$ cat src/rtl/calc_pkg.sv
// Shared definitions for the calculator sequencer: opcodes, FSM states and
// datapath error bit positions.
package calc_pkg;

  localparam logic [3:0] OP_NOP     = 4'b0000;
  localparam logic [3:0] OP_CLR     = 4'b0001;
  localparam logic [3:0] OP_LOAD    = 4'b0010;
  localparam logic [3:0] OP_NOP_ALT = 4'b0011;
  localparam logic [3:0] OP_ADD     = 4'b0100;
  localparam logic [3:0] OP_SUB     = 4'b0101;
  localparam logic [3:0] OP_MUL     = 4'b0110;
  localparam logic [3:0] OP_DIV     = 4'b0111;
  localparam logic [3:0] OP_MOD     = 4'b1000;

  localparam int ERR_OVF  = 0;
  localparam int ERR_DIV0 = 1;

  typedef enum logic [1:0] {
    IDLE = 2'd0,
    EXEC = 2'd1,
    RESP = 2'd2
  } state_e;

  // Everything above MOD in the 4-bit opcode space is reserved.
  function automatic logic is_illegal(input logic [3:0] op);
    return op > OP_MOD;
  endfunction

  function automatic logic [31:0] sext16(input logic [15:0] v);
    return {{16{v[15]}}, v};
  endfunction

endpackage

$ cat src/rtl/calc_sequencer_if.sv
// Command and response handshakes between a host and the calculator sequencer.
interface calc_sequencer_if;

  logic        cmd_valid;
  logic        cmd_ready;
  logic [3:0]  cmd_opcode;
  logic [15:0] cmd_operand;

  logic        rsp_valid;
  logic        rsp_ready;
  logic [31:0] rsp_result;
  logic [1:0]  rsp_error;
  logic        rsp_illegal;

  modport master (
    output cmd_valid, cmd_opcode, cmd_operand, rsp_ready,
    input  cmd_ready, rsp_valid, rsp_result, rsp_error, rsp_illegal
  );

  modport slave (
    input  cmd_valid, cmd_opcode, cmd_operand, rsp_ready,
    output cmd_ready, rsp_valid, rsp_result, rsp_error, rsp_illegal
  );

endinterface

$ cat src/rtl/calc_sequencer.sv
// Sequential front-end for the combinational 16-bit calculator datapath:
// registers operands, captures results into an accumulator, returns responses.
//
// state | meaning
// IDLE  | cmd_ready high, waiting for a command
// EXEC  | datapath settling on registered operands; capture at end of cycle
// RESP  | rsp_valid high, response held until rsp_ready
module calc_sequencer
  import calc_pkg::*;
(
  input  logic               clk,
  input  logic               rst_n,
  calc_sequencer_if.slave    bus,
  output logic [31:0]        acc,
  output logic [1:0]         sticky_error,
  output logic [15:0]        alu_a,
  output logic [15:0]        alu_b,
  output logic [3:0]         alu_op,
  input  logic [31:0]        alu_result,
  input  logic [1:0]         alu_error
);

  state_e      state_q, state_d;
  logic [3:0]  alu_op_q, alu_op_d;
  logic [15:0] alu_b_q, alu_b_d;
  logic [31:0] acc_q, acc_d;
  logic [1:0]  sticky_q, sticky_d;
  logic [31:0] res_q, res_d;
  logic [1:0]  err_q, err_d;
  logic        ill_q, ill_d;

  always_comb begin
    state_d  = state_q;
    alu_op_d = alu_op_q;
    alu_b_d  = alu_b_q;
    acc_d    = acc_q;
    sticky_d = sticky_q;
    res_d    = res_q;
    err_d    = err_q;
    ill_d    = ill_q;

    case (state_q)
      IDLE: begin
        if (bus.cmd_valid) begin
          alu_op_d = bus.cmd_opcode;
          alu_b_d  = bus.cmd_operand;
          state_d  = EXEC;
        end
      end

      EXEC: begin
        state_d = RESP;
        res_d   = acc_q;
        err_d   = 2'b00;
        ill_d   = 1'b0;
        case (alu_op_q)
          OP_CLR: begin
            acc_d = 32'd0;
            res_d = 32'd0;
          end
          OP_LOAD: begin
            acc_d = sext16(alu_b_q);
            res_d = sext16(alu_b_q);
          end
          OP_ADD, OP_SUB, OP_MUL: begin
            acc_d = alu_result;
            res_d = alu_result;
            err_d = alu_error;
          end
          OP_DIV, OP_MOD: begin
            // A divide-by-zero result is reported but never lands in acc.
            res_d = alu_result;
            err_d = alu_error;
            if (!alu_error[ERR_DIV0]) acc_d = alu_result;
          end
          default: ill_d = is_illegal(alu_op_q);
        endcase
        sticky_d = (alu_op_q == OP_CLR) ? 2'b00 : (sticky_q | err_d);
      end

      RESP: begin
        if (bus.rsp_ready) state_d = IDLE;
      end

      default: state_d = IDLE;
    endcase
  end

  always_ff @(posedge clk or negedge rst_n) begin
    if (!rst_n) begin
      state_q  <= IDLE;
      alu_op_q <= 4'b0000;
      alu_b_q  <= 16'd0;
      acc_q    <= 32'd0;
      sticky_q <= 2'b00;
      res_q    <= 32'd0;
      err_q    <= 2'b00;
      ill_q    <= 1'b0;
    end else begin
      state_q  <= state_d;
      alu_op_q <= alu_op_d;
      alu_b_q  <= alu_b_d;
      acc_q    <= acc_d;
      sticky_q <= sticky_d;
      res_q    <= res_d;
      err_q    <= err_d;
      ill_q    <= ill_d;
    end
  end

  assign bus.cmd_ready   = (state_q == IDLE);
  assign bus.rsp_valid   = (state_q == RESP);
  assign bus.rsp_result  = res_q;
  assign bus.rsp_error   = err_q;
  assign bus.rsp_illegal = ill_q;

  // Only the low half of acc feeds back; the upper half is visible only.
  assign acc          = acc_q;
  assign sticky_error = sticky_q;
  assign alu_a        = acc_q[15:0];
  assign alu_b        = alu_b_q;
  assign alu_op       = alu_op_q;

endmodule

$ cat src/flat_wrapper.sv
// flat-port wrapper written by rule: the top's interface ports become plain ports
module calc_sequencer_flat import calc_pkg::*;
  (clk, rst_n, acc, sticky_error, alu_a, alu_b, alu_op, alu_result, alu_error, bus_cmd_valid, bus_cmd_opcode, bus_cmd_operand, bus_rsp_ready, bus_cmd_ready, bus_rsp_valid, bus_rsp_result, bus_rsp_error, bus_rsp_illegal);
  calc_sequencer_if bus_i ();
  input  logic clk;
  input  logic rst_n;
  output logic [31:0] acc;
  output logic [1:0] sticky_error;
  output logic [15:0] alu_a;
  output logic [15:0] alu_b;
  output logic [3:0] alu_op;
  input  logic [31:0] alu_result;
  input  logic [1:0] alu_error;
  input wire logic [$bits(bus_i.cmd_valid)-1:0] bus_cmd_valid;
  input wire logic [$bits(bus_i.cmd_opcode)-1:0] bus_cmd_opcode;
  input wire logic [$bits(bus_i.cmd_operand)-1:0] bus_cmd_operand;
  input wire logic [$bits(bus_i.rsp_ready)-1:0] bus_rsp_ready;
  output wire logic [$bits(bus_i.cmd_ready)-1:0] bus_cmd_ready;
  output wire logic [$bits(bus_i.rsp_valid)-1:0] bus_rsp_valid;
  output wire logic [$bits(bus_i.rsp_result)-1:0] bus_rsp_result;
  output wire logic [$bits(bus_i.rsp_error)-1:0] bus_rsp_error;
  output wire logic [$bits(bus_i.rsp_illegal)-1:0] bus_rsp_illegal;
  assign bus_i.cmd_valid = bus_cmd_valid;
  assign bus_i.cmd_opcode = bus_cmd_opcode;
  assign bus_i.cmd_operand = bus_cmd_operand;
  assign bus_i.rsp_ready = bus_rsp_ready;
  assign bus_cmd_ready = bus_i.cmd_ready;
  assign bus_rsp_valid = bus_i.rsp_valid;
  assign bus_rsp_result = bus_i.rsp_result;
  assign bus_rsp_error = bus_i.rsp_error;
  assign bus_rsp_illegal = bus_i.rsp_illegal;
  calc_sequencer u_core (.clk(clk), .rst_n(rst_n), .bus(bus_i), .acc(acc), .sticky_error(sticky_error), .alu_a(alu_a), .alu_b(alu_b), .alu_op(alu_op), .alu_result(alu_result), .alu_error(alu_error));
endmodule
$ cat config.mk
export PLATFORM = sky130hd
export DESIGN_NAME = calc_sequencer_flat
export DESIGN_NICKNAME = d
export VERILOG_FILES = /design/src/rtl/calc_pkg.sv /design/src/rtl/calc_sequencer_if.sv /design/src/rtl/calc_sequencer.sv /design/src/flat_wrapper.sv
export SDC_FILE = /design/constraint.sdc
export NUM_CORES = 1
export LEC_CHECK = 0
export CORE_ASPECT_RATIO = 0.7
export CORE_MARGIN = 8
export CORE_UTILIZATION = 45
export DETAILED_ROUTE_END_ITERATION = 10
export PLACE_DENSITY_LB_ADDON = 0.08
export SETUP_SLACK_MARGIN = 0.15
export SLEW_MARGIN = 20
export SYNTH_ARGS = -nofsm -noshare
export SYNTH_HDL_FRONTEND = slang
export SYNTH_SLANG_ARGS = --single-unit
export TNS_END_PERCENT = 1
$ cat constraint.sdc
create_clock -name clk -period 2.85 [get_ports clk]
set_input_delay 0.855 -clock clk [delete_from_list [all_inputs] [get_ports clk]]
set_output_delay 0.855 -clock clk [all_outputs]
set_load 0.02 [all_outputs]
## Word-level counts from Yosys, hierarchy flattened

Index checks and enable logic that the tools add are counted.
Widths: inputs -> output; s select.

| storage, ports and cells | value |
|---|---|
| output and inout port bits | 107 |
| register bits after elaboration | 91 |

| operators by class | value |
|---|---|
| muxes and demuxes | 10 |
| reduce and logical (&&, ||, !) cells | 9 |
| $lt $le $gt $ge | 1 |
| bitwise logic cells | 1 |
| equality and inequality tests | 12 |

Operators with widths:

| kind | number |
|---|---|
| $pmux 32 s4 | 1 |
| $pmux 32 s3 | 1 |
| $mux 32 | 1 |
| $eq 4x3->1 const B | 4 |
| $mux 2 | 5 |
| $reduce_or 7->1 | 1 |
| $ne 2x2->1 const B | 3 |
| $pmux 2 s3 | 1 |
| $reduce_or 5->1 | 1 |
| $eq 4x1->1 const B | 1 |
| $eq 4x2->1 const B | 1 |
| $eq 4x4->1 const B | 1 |
| $gt 4x4->1 const B | 1 |
| $reduce_and 2->1 | 2 |
| $reduce_bool 4->1 | 1 |
| $reduce_and 3->1 | 1 |
| $reduce_or 3->1 | 1 |
| $eq 2x1->1 const B | 1 |
| $eq 2x2->1 const B | 1 |
| $logic_not 2->1 | 1 |
| $or 2x2->2 | 1 |
| $reduce_or 2->1 | 1 |
| $mux 1 | 1 |

## Depth between registers and ports, before layout

Gate-level depths: netlist (run 1).

| logic depth | value |
|---|---|
| depth after elaboration | 6 |
| mapped depth | 7 |

## Worst setup path before layout (run 1)

No wires, ideal clock.

| path | value |
|---|---|
| kind | input -> register |
| start point | input bus_cmd_valid |
| end point | register u_core.alu_b_q[0] (netlist: u_core.alu_b[0]) |
| stages on the path | 4 |
| arrival | 1.816 ns |
| slack | 0.909 ns |
| setup time | 0.125 ns |
| cell sequence | and2_1 > clkbuf_1 > buf_1 > mux2_2 |

| between the ends | value |
|---|---|
| word-level cells in the longest chain between the ends | 1 |

Ends and longest elaborated chain:

| element | RTL line | text |
|---|---|---|
| from (decl) | flat_wrapper.sv:14 | `input wire logic [$bits(bus_i.cmd_valid)-1:0] bus_cmd_valid;` |
| $reduce_and 2->1 (no source line) | -- |  |
| to (signal assigned) | calc_sequencer.sv:102 | `alu_b_q <= alu_b_d;` |
| to (decl) | calc_sequencer.sv:25 | `logic [15:0] alu_b_q, alu_b_d;` |

No other way between the ends.
A chain may end at the register's enable or synchronous reset.

## Final worst setup path (run 1)

| path | value |
|---|---|
| start point | register u_core.alu_op_q[3] (netlist: u_core.alu_op[3]) |
| end point | output alu_op[3] |

RTL lines:

| element | RTL line | text |
|---|---|---|
| from (decl) | calc_sequencer.sv:24 | `logic [3:0] alu_op_q, alu_op_d;` |
| from (signal assigned) | calc_sequencer.sv:101 | `alu_op_q <= alu_op_d;` |
| to (decl) | flat_wrapper.sv:11 | `output logic [3:0] alu_op;` |

No word-level cell between the ends.

==> results of run 1 <==
==> path summary, 6_finish.rpt <==
kind	slack (ns)	startpoint	endpoint
worst max-delay path	0.32	u_core.alu_op[3]	alu_op[3]
worst min-delay path	0.46	rst_n	u_core.acc[4]
worst max register to register	0.33	u_core.alu_op[3]	u_core.bus.rsp_result[2]
worst min register to register	0.48	u_core.bus.rsp_error[0]	u_core.bus.rsp_error[0]
max in group asynchronous	1.76	rst_n	u_core.bus.rsp_result[28]
min in group clk	0.48	u_core.bus.rsp_error[0]	u_core.bus.rsp_error[0]
==> layer usage <==
layer / global-route usage / routed length (um) / vias up
li1: - / - / 1829
met1: 0.2819 / 6271 / 1983
met2: 0.3356 / 6895 / 168
met3: 0.06922 / 1297 / 18
met4: 0.06728 / 199 / 0
met5: 0 / 0 / -
==> final cells by class <==
type | count | area share
Clock inverter | 3 | 0.009975
Clock buffer | 10 | 0.03664
Inverter | 21 | 0.01209
Tap cell | 132 | 0.02532
Timing Repair Buffer | 177 | 0.2701
Sequential cell | 91 | 0.3491
Multi-Input combinational cell | 259 | 0.2968
==> Yosys cell counts, types with 2 or more instances <==
cell type | number | area (um^2)
a22o_1 | 15 | 131.4
o21ai_0 | 6 | 30.03
nand4_1 | 16 | 100.1
nor3_1 | 15 | 75.07
inv_1 | 21 | 78.83
o211ai_1 | 7 | 52.55
clkbuf_1 | 23 | 86.33
a211oi_1 | 15 | 112.6
a2bb2oi_1 | 33 | 289.0
dfrtp_1 | 91 | 2277
o211ai_2 | 10 | 125.1
mux2i_1 | 16 | 160.2
nand2_1 | 27 | 101.4
nor2_1 | 18 | 67.56
a221oi_1 | 15 | 131.4
buf_4 | 19 | 142.6
mux2_2 | 19 | 214.0
buf_2 | 8 | 40.04
nor3b_1 | 2 | 15.01
buf_1 | 5 | 18.77
nand2b_1 | 6 | 37.54
nor2b_1 | 3 | 18.77
a21oi_1 | 21 | 105.1
buf_6 | 3 | 33.78
==> state kept, by name, indices dropped and copies added, names as in the netlist <==
name	cells
u_core.acc	32
u_core.bus.rsp_error	2
u_core.alu_op	4
u_core.alu_b	16
u_core.bus.rsp_illegal	1
u_core.bus.rsp_result	32
u_core.state_q	2
u_core.sticky_error	2
==> what timing repair did <==
item                                    in CTS  in global routing
hold endpoints to repair                     0                  0
resized for setup                            0                  1
hold buffers                                 0                  0
endpoints found under the setup margin       0                 15
==> power groups by stage <==
stage               clock (mW)  sequential [mW]  combinational (mW)
floorplan                    0             2.99                2.53
global placement             0             2.43                5.02
detailed placement           0             2.47                5.14
CTS                       1.27             2.45                5.15
global route              1.32             2.54                5.47
finish                    1.25             2.46                5.12
==> kinds of logic (layout without fill, tap and decap cells) <==
family | count (synthesis) | in the layout | share of synthesized area
mux | 35 | 35 | 0.08152
simple gates | 93 | 93 | 0.1014
flops | 91 | 91 | 0.4962
buf+inv | 79 | 211 | 0.08724
compound gates | 131 | 131 | 0.2336
==> placed cells by master, fill, tap and decap left out, drive strengths merged, types with 16 or more instances in the layout <==
cell type      synthesis  layout
mux2i                 16      16
nor2                  18      18
inv                   21      21
nand4                 16      16
nand2                 27      27
a2bb2oi               33      33
dfrtp                 91      91
o211ai                17      17
mux2                  19      19
a21oi                 21      21
clkdlybuf4s50          0     163
==> flow_summary_export.csv, run 1 <==
group,metric,value,unit
outcome,outcome,"complete, no violations",
timing,final-hold-violation-count,0,
route,routed_wl,14.67,mm
placed_design,dp_worst_setup_slack,0.1980,ns
synthesis,synth.distinct_cells,39,
synthesis,syn_nets,487,
layout,syn_to_final_growth,42.12,%
layout,seq_area,2277,um^2
clocking,clk_path_buf_depth,2,
global_routing,gr-total-overflow,0,
pwr,pwr_density_cell,1354,nW/um^2
worst_setup_path,critPathTopFamily,"buffers and inverters",
synthesis,postSynthCellCount,429,
synthesis,ys_ff_latch,91,
clocking,insertion_delay,0.34,ns
worst_setup_path,path_depth,1,
synthesis,synth_ff_type,"dfrtp_1",
die,start_util,0.4533,
layout,postLayoutCellArea,6523,um^2
die,fp-row-count,31,
pwr,p_leak,2.638,nW
global_routing,antenna_found_initial,0,
timing,maxSlewHeadroom,0.4409,
route,via_count,3998,
synthesis,yosysSeqAreaShare,0.4962,
synthesis,synth_edf_count,0,
placed_design,routabilityCongestion,0.7896,
pwr,power,8.830,mW
timing,max_freq,395.6,MHz
timing,setup_viol,0,
pwr,power_frac_seq,0.278,
clocking,cts_htree_levels,3,
worst_setup_path,crit_fanout,16,
global_routing,grt_start_max_net_pins,40,
pwr,power_frac_clock,0.141,
pwr,irDropWorstVdd,0.0006148,V
layout,fin_util,0.6443,
worst_hold_path,hp-class,"in2async",
worst_setup_path,crit_chain,"clkdlybuf4s50_1",
timing,rsz0062_at_grt,"false",
clocking,cts_made_buffers,9,
clocking,clk_pin_slew_worst_paths,0.06,ns
placed_design,io_buffers,164,
worst_setup_path,rr_worst_depth,4,
pwr,p_int,4.988,mW
worst_setup_path,max_stage_delay,0.72,ns
route,drc,0,
layout,fin_cells,693,
pwr,swShare,0.4350,
timing,finalCritPeriodShare,0.8870,
layout,drive_above_1_share,0.1212,
route,wl_per_cell,21.16,um
timing,min_period,2.528,ns
worst_setup_path,cp-end-kind,"primary output",
synthesis,syn_area_per_cell,10.70,um^2
timing,tightest_slew,0.8387,ns
placed_design,dpl-instance-area,6216,um^2
worst_setup_path,critPathKind,"reg2out",
global_routing,grt_pass1_wl,23.32,mm
clocking,postCtsSetupBuffers,0,
placed_design,dp_hpwl,10.34,mm
die,pin_count,165,
route,drt_pass1_iterations,4,
clocking,cts.sinks,91,
synthesis,synth-warning-count,0,
global_routing,track_usage,0.2164,
timing,holdWs,0.4648,ns
run,cap_violations,0,
synthesis,netlist_area,4589,um^2
pwr,p_comb_frac,0.580,
global_routing,grt_pass1_vias,4234,
timing,slew_violations,0,
timing,finClkSkew,0.003961,ns
placed_design,placed_cells,680,
layout,diodes,0,
synthesis,synth-async-reset-ratio,1.000,
die,die-area,13740,um^2
worst_setup_path,cpMaxStageDelayCell,"clkdlybuf4s50_1",
clocking,cts_root_buf,"clkbuf_16",
worst_setup_path,startpoint_type,"register",
layout,fin_nets,617,
die,die_w,136.7,um
layout,fillers,807,
pwr,switchingPower,3.841,mW
layout,multi_input_area,1936,um^2
die,die_y,100.5,um
die,core,10120,um^2
clocking,cts_tree,"done",
worst_setup_path,worstPathRequired,2.00,ns
timing,fin_tns_setup,0,ns
worst_setup_path,cp.buffers_inverters,1,
worst_setup_path,worst_ep_arrival_time,1.67,ns
timing,worst_slack,0.3220,ns
route,antenna_left,0,
route,avgViaCountPerCell,5.769,
route,drt_iter0_drc,289,
No activity file was read; power rests on OpenSTA's default activity.
==> run 2: changes to the inputs <==
--- a/config.mk
+++ b/config.mk
@@ -10,6 +10,7 @@
 export CORE_UTILIZATION = 45
 export DETAILED_ROUTE_END_ITERATION = 10
 export PLACE_DENSITY_LB_ADDON = 0.08
+export REMOVE_ABC_BUFFERS = 1
 export SETUP_SLACK_MARGIN = 0.15
 export SLEW_MARGIN = 20
 export SYNTH_ARGS = -nofsm -noshare
==> run 2 against run 1 <==
Clock-buffer cell count increased by 2. Critical path depth did not move. Sequential share of layout area hardly changed. Power is 0.22% lower. Non-clock buffer count down 2. Die area did not move. Register-to-register slack better by 0.04 ns. Fmax grew 0.81%. Wire length is 2.0% lower. Flip-flop and latch count did not move.
==> flow_summary_export.csv, run 2 (synthesis gave the netlist of run 1 again) <==
group,metric,value,unit
route,wl_per_cell,20.77,um
global_routing,grt_start_max_net_pins,46,
layout,multi_input_area,1931,um^2
worst_setup_path,critPathTopFamily,"buffers and inverters",
pwr,irDropWorstVdd,0.0005736,V
timing,holdWs,0.3781,ns
timing,rsz0062_at_grt,"false",
clocking,cts_root_buf,"clkbuf_16",
timing,max_freq,398.8,MHz
worst_setup_path,cpMaxStageDelayCell,"clkdlybuf4s50_1",
placed_design,dp_hpwl,9.962,mm
worst_setup_path,crit_fanout,16,
global_routing,track_usage,0.2125,
clocking,cts_tree,"done",
global_routing,antenna_found_initial,0,
worst_setup_path,crit_chain,"clkdlybuf4s50_1",
layout,diodes,0,
clocking,clk_pin_slew_worst_paths,0.06,ns
worst_hold_path,hp-class,"in2async",
layout,syn_to_final_growth,41.96,%
clocking,postCtsSetupBuffers,0,
route,avgViaCountPerCell,5.756,
layout,fillers,809,
die,pin_count,165,
outcome,outcome,"complete, no violations",
placed_design,io_buffers,164,
global_routing,grt_pass1_wl,23.14,mm
worst_setup_path,max_stage_delay,0.71,ns
timing,finalCritPeriodShare,0.8799,
timing,maxSlewHeadroom,0.4261,
pwr,power_frac_clock,0.144,
worst_setup_path,worst_ep_arrival_time,1.65,ns
pwr,p_comb_frac,0.576,
timing,finClkSkew,0.005389,ns
placed_design,dp_worst_setup_slack,-0.004349,ns
clocking,cts.sinks,91,
route,drc,0,
layout,fin_nets,615,
worst_setup_path,cp-end-kind,"primary output",
global_routing,gr-total-overflow,0,
die,start_util,0.4533,
clocking,clk_path_buf_depth,2,
die,fp-row-count,31,
timing,setup_viol,0,
route,drt_pass1_iterations,4,
route,routed_wl,14.37,mm
clocking,insertion_delay,0.33,ns
clocking,cts_htree_levels,3,
pwr,p_int,4.999,mW
pwr,switchingPower,3.811,mW
timing,min_period,2.508,ns
layout,fin_util,0.6436,
die,core,10120,um^2
timing,slew_violations,0,
placed_design,placed_cells,678,
die,die-area,13740,um^2
pwr,swShare,0.4326,
clocking,cts_resized,0,
route,antenna_left,0,
global_routing,grt_pass1_vias,4224,
placed_design,routabilityCongestion,0.8037,
route,via_count,3983,
route,drt_iter0_drc,305,
worst_setup_path,cp.buffers_inverters,1,
layout,fin_cells,692,
timing,tightest_slew,0.8609,ns
layout,drive_above_1_share,0.1179,
timing,final-hold-violation-count,0,
pwr,pwr_density_cell,1352,nW/um^2
pwr,p_leak,2.631,nW
layout,layout_common_cells,"clkdlybuf4s50_1 (163), dfrtp_1 (91), a2bb2oi_1 (33)",
run,cap_violations,0,
worst_setup_path,startpoint_type,"register",
die,die_w,136.7,um
pwr,power_frac_seq,0.280,
clocking,ctsHoldBuffers,0,
timing,worst_slack,0.3424,ns
worst_setup_path,worstPathRequired,2.00,ns
layout,seq_area,2277,um^2
clocking,cts_made_buffers,9,
worst_setup_path,critPathKind,"reg2out",
die,die_y,100.5,um
layout,mostFrequentLayoutCell,"clkdlybuf4s50_1",
## run 2: changes by cell type in the layout (fill, tap and decap cells not counted)
| cell | previous run | this run |
|---|---|---|
| clkinv_2 | 1 | 0 |
| nor2b_4 | 1 | 0 |
| clkbuf_1 | 0 | 1 |
| nor2b_2 | 1 | 2 |
| buf_4 | 12 | 10 |
| clkbuf_8 | 1 | 2 |
## run 2: worst register-to-register path, cell delays in order, from the launching register on
cell,delay [ns]
dfrtp_1,0.62
nand2b_1,0.28
o21a_1,0.68
nand2_2,0.44
a211oi_1,0.37
## run 2: power by group through the flow
| stage | sequential (mW) | clock (mW) | combinational, mW |
|---|---|---|---|
| after floorplan | 3.19 | 0 | 1.97 |
| after global placement | 2.44 | 0 | 5.01 |
| after detailed placement | 2.47 | 0 | 5.08 |
| after CTS | 2.47 | 1.30 | 5.10 |
| after global routing | 2.56 | 1.36 | 5.41 |
| final | 2.47 | 1.27 | 5.07 |
## run 2: final timing paths
check,start,endpoint,slack (ns),depth (start not counted)
worst max-delay path,u_core.alu_op[3],alu_op[3],0.34,1
worst min-delay path,rst_n,u_core.alu_b[5],0.38,1
worst max register to register,u_core.alu_op[3],u_core.bus.rsp_result[4],0.37,4
worst min register to register,u_core.bus.rsp_error[0],u_core.bus.rsp_error[0],0.47,2
max in group asynchronous,rst_n,u_core.acc[31],1.78,2
min in group clk,u_core.bus.rsp_error[0],u_core.bus.rsp_error[0],0.47,2
## run 2: layer usage
layer	track usage	part of all wire
met1	0.2865	0.44
met2	0.3266	0.47
met3	0.06723	0.077
met4	0.04710	0.0052
met5	0	0
## run 2: area by class of cell
class / instances / area share
Sequential cell: 91 / 0.3495
Clock buffer: 12 / 0.03937
Inverter: 21 / 0.01210
Timing Repair Buffer: 175 / 0.2681
Tap cell: 132 / 0.02535
Multi-Input combinational cell: 259 / 0.2963
Clock inverter: 2 / 0.009218
## run 2: stage by stage
stage / instance area [um^2] / power (mW) / setup TNS, ns
6_report: 6515 / 8.811 / 0
5_1_grt: 6515 / 9.339 / 0
4_1_cts: 6506 / 8.862 / 0
3_5_place_dp: 6190 / 7.555 / -0.006879
3_3_place_gp: 6190 / 7.456 / 0
2_1_floorplan: 4268 / 5.158 / -16.46
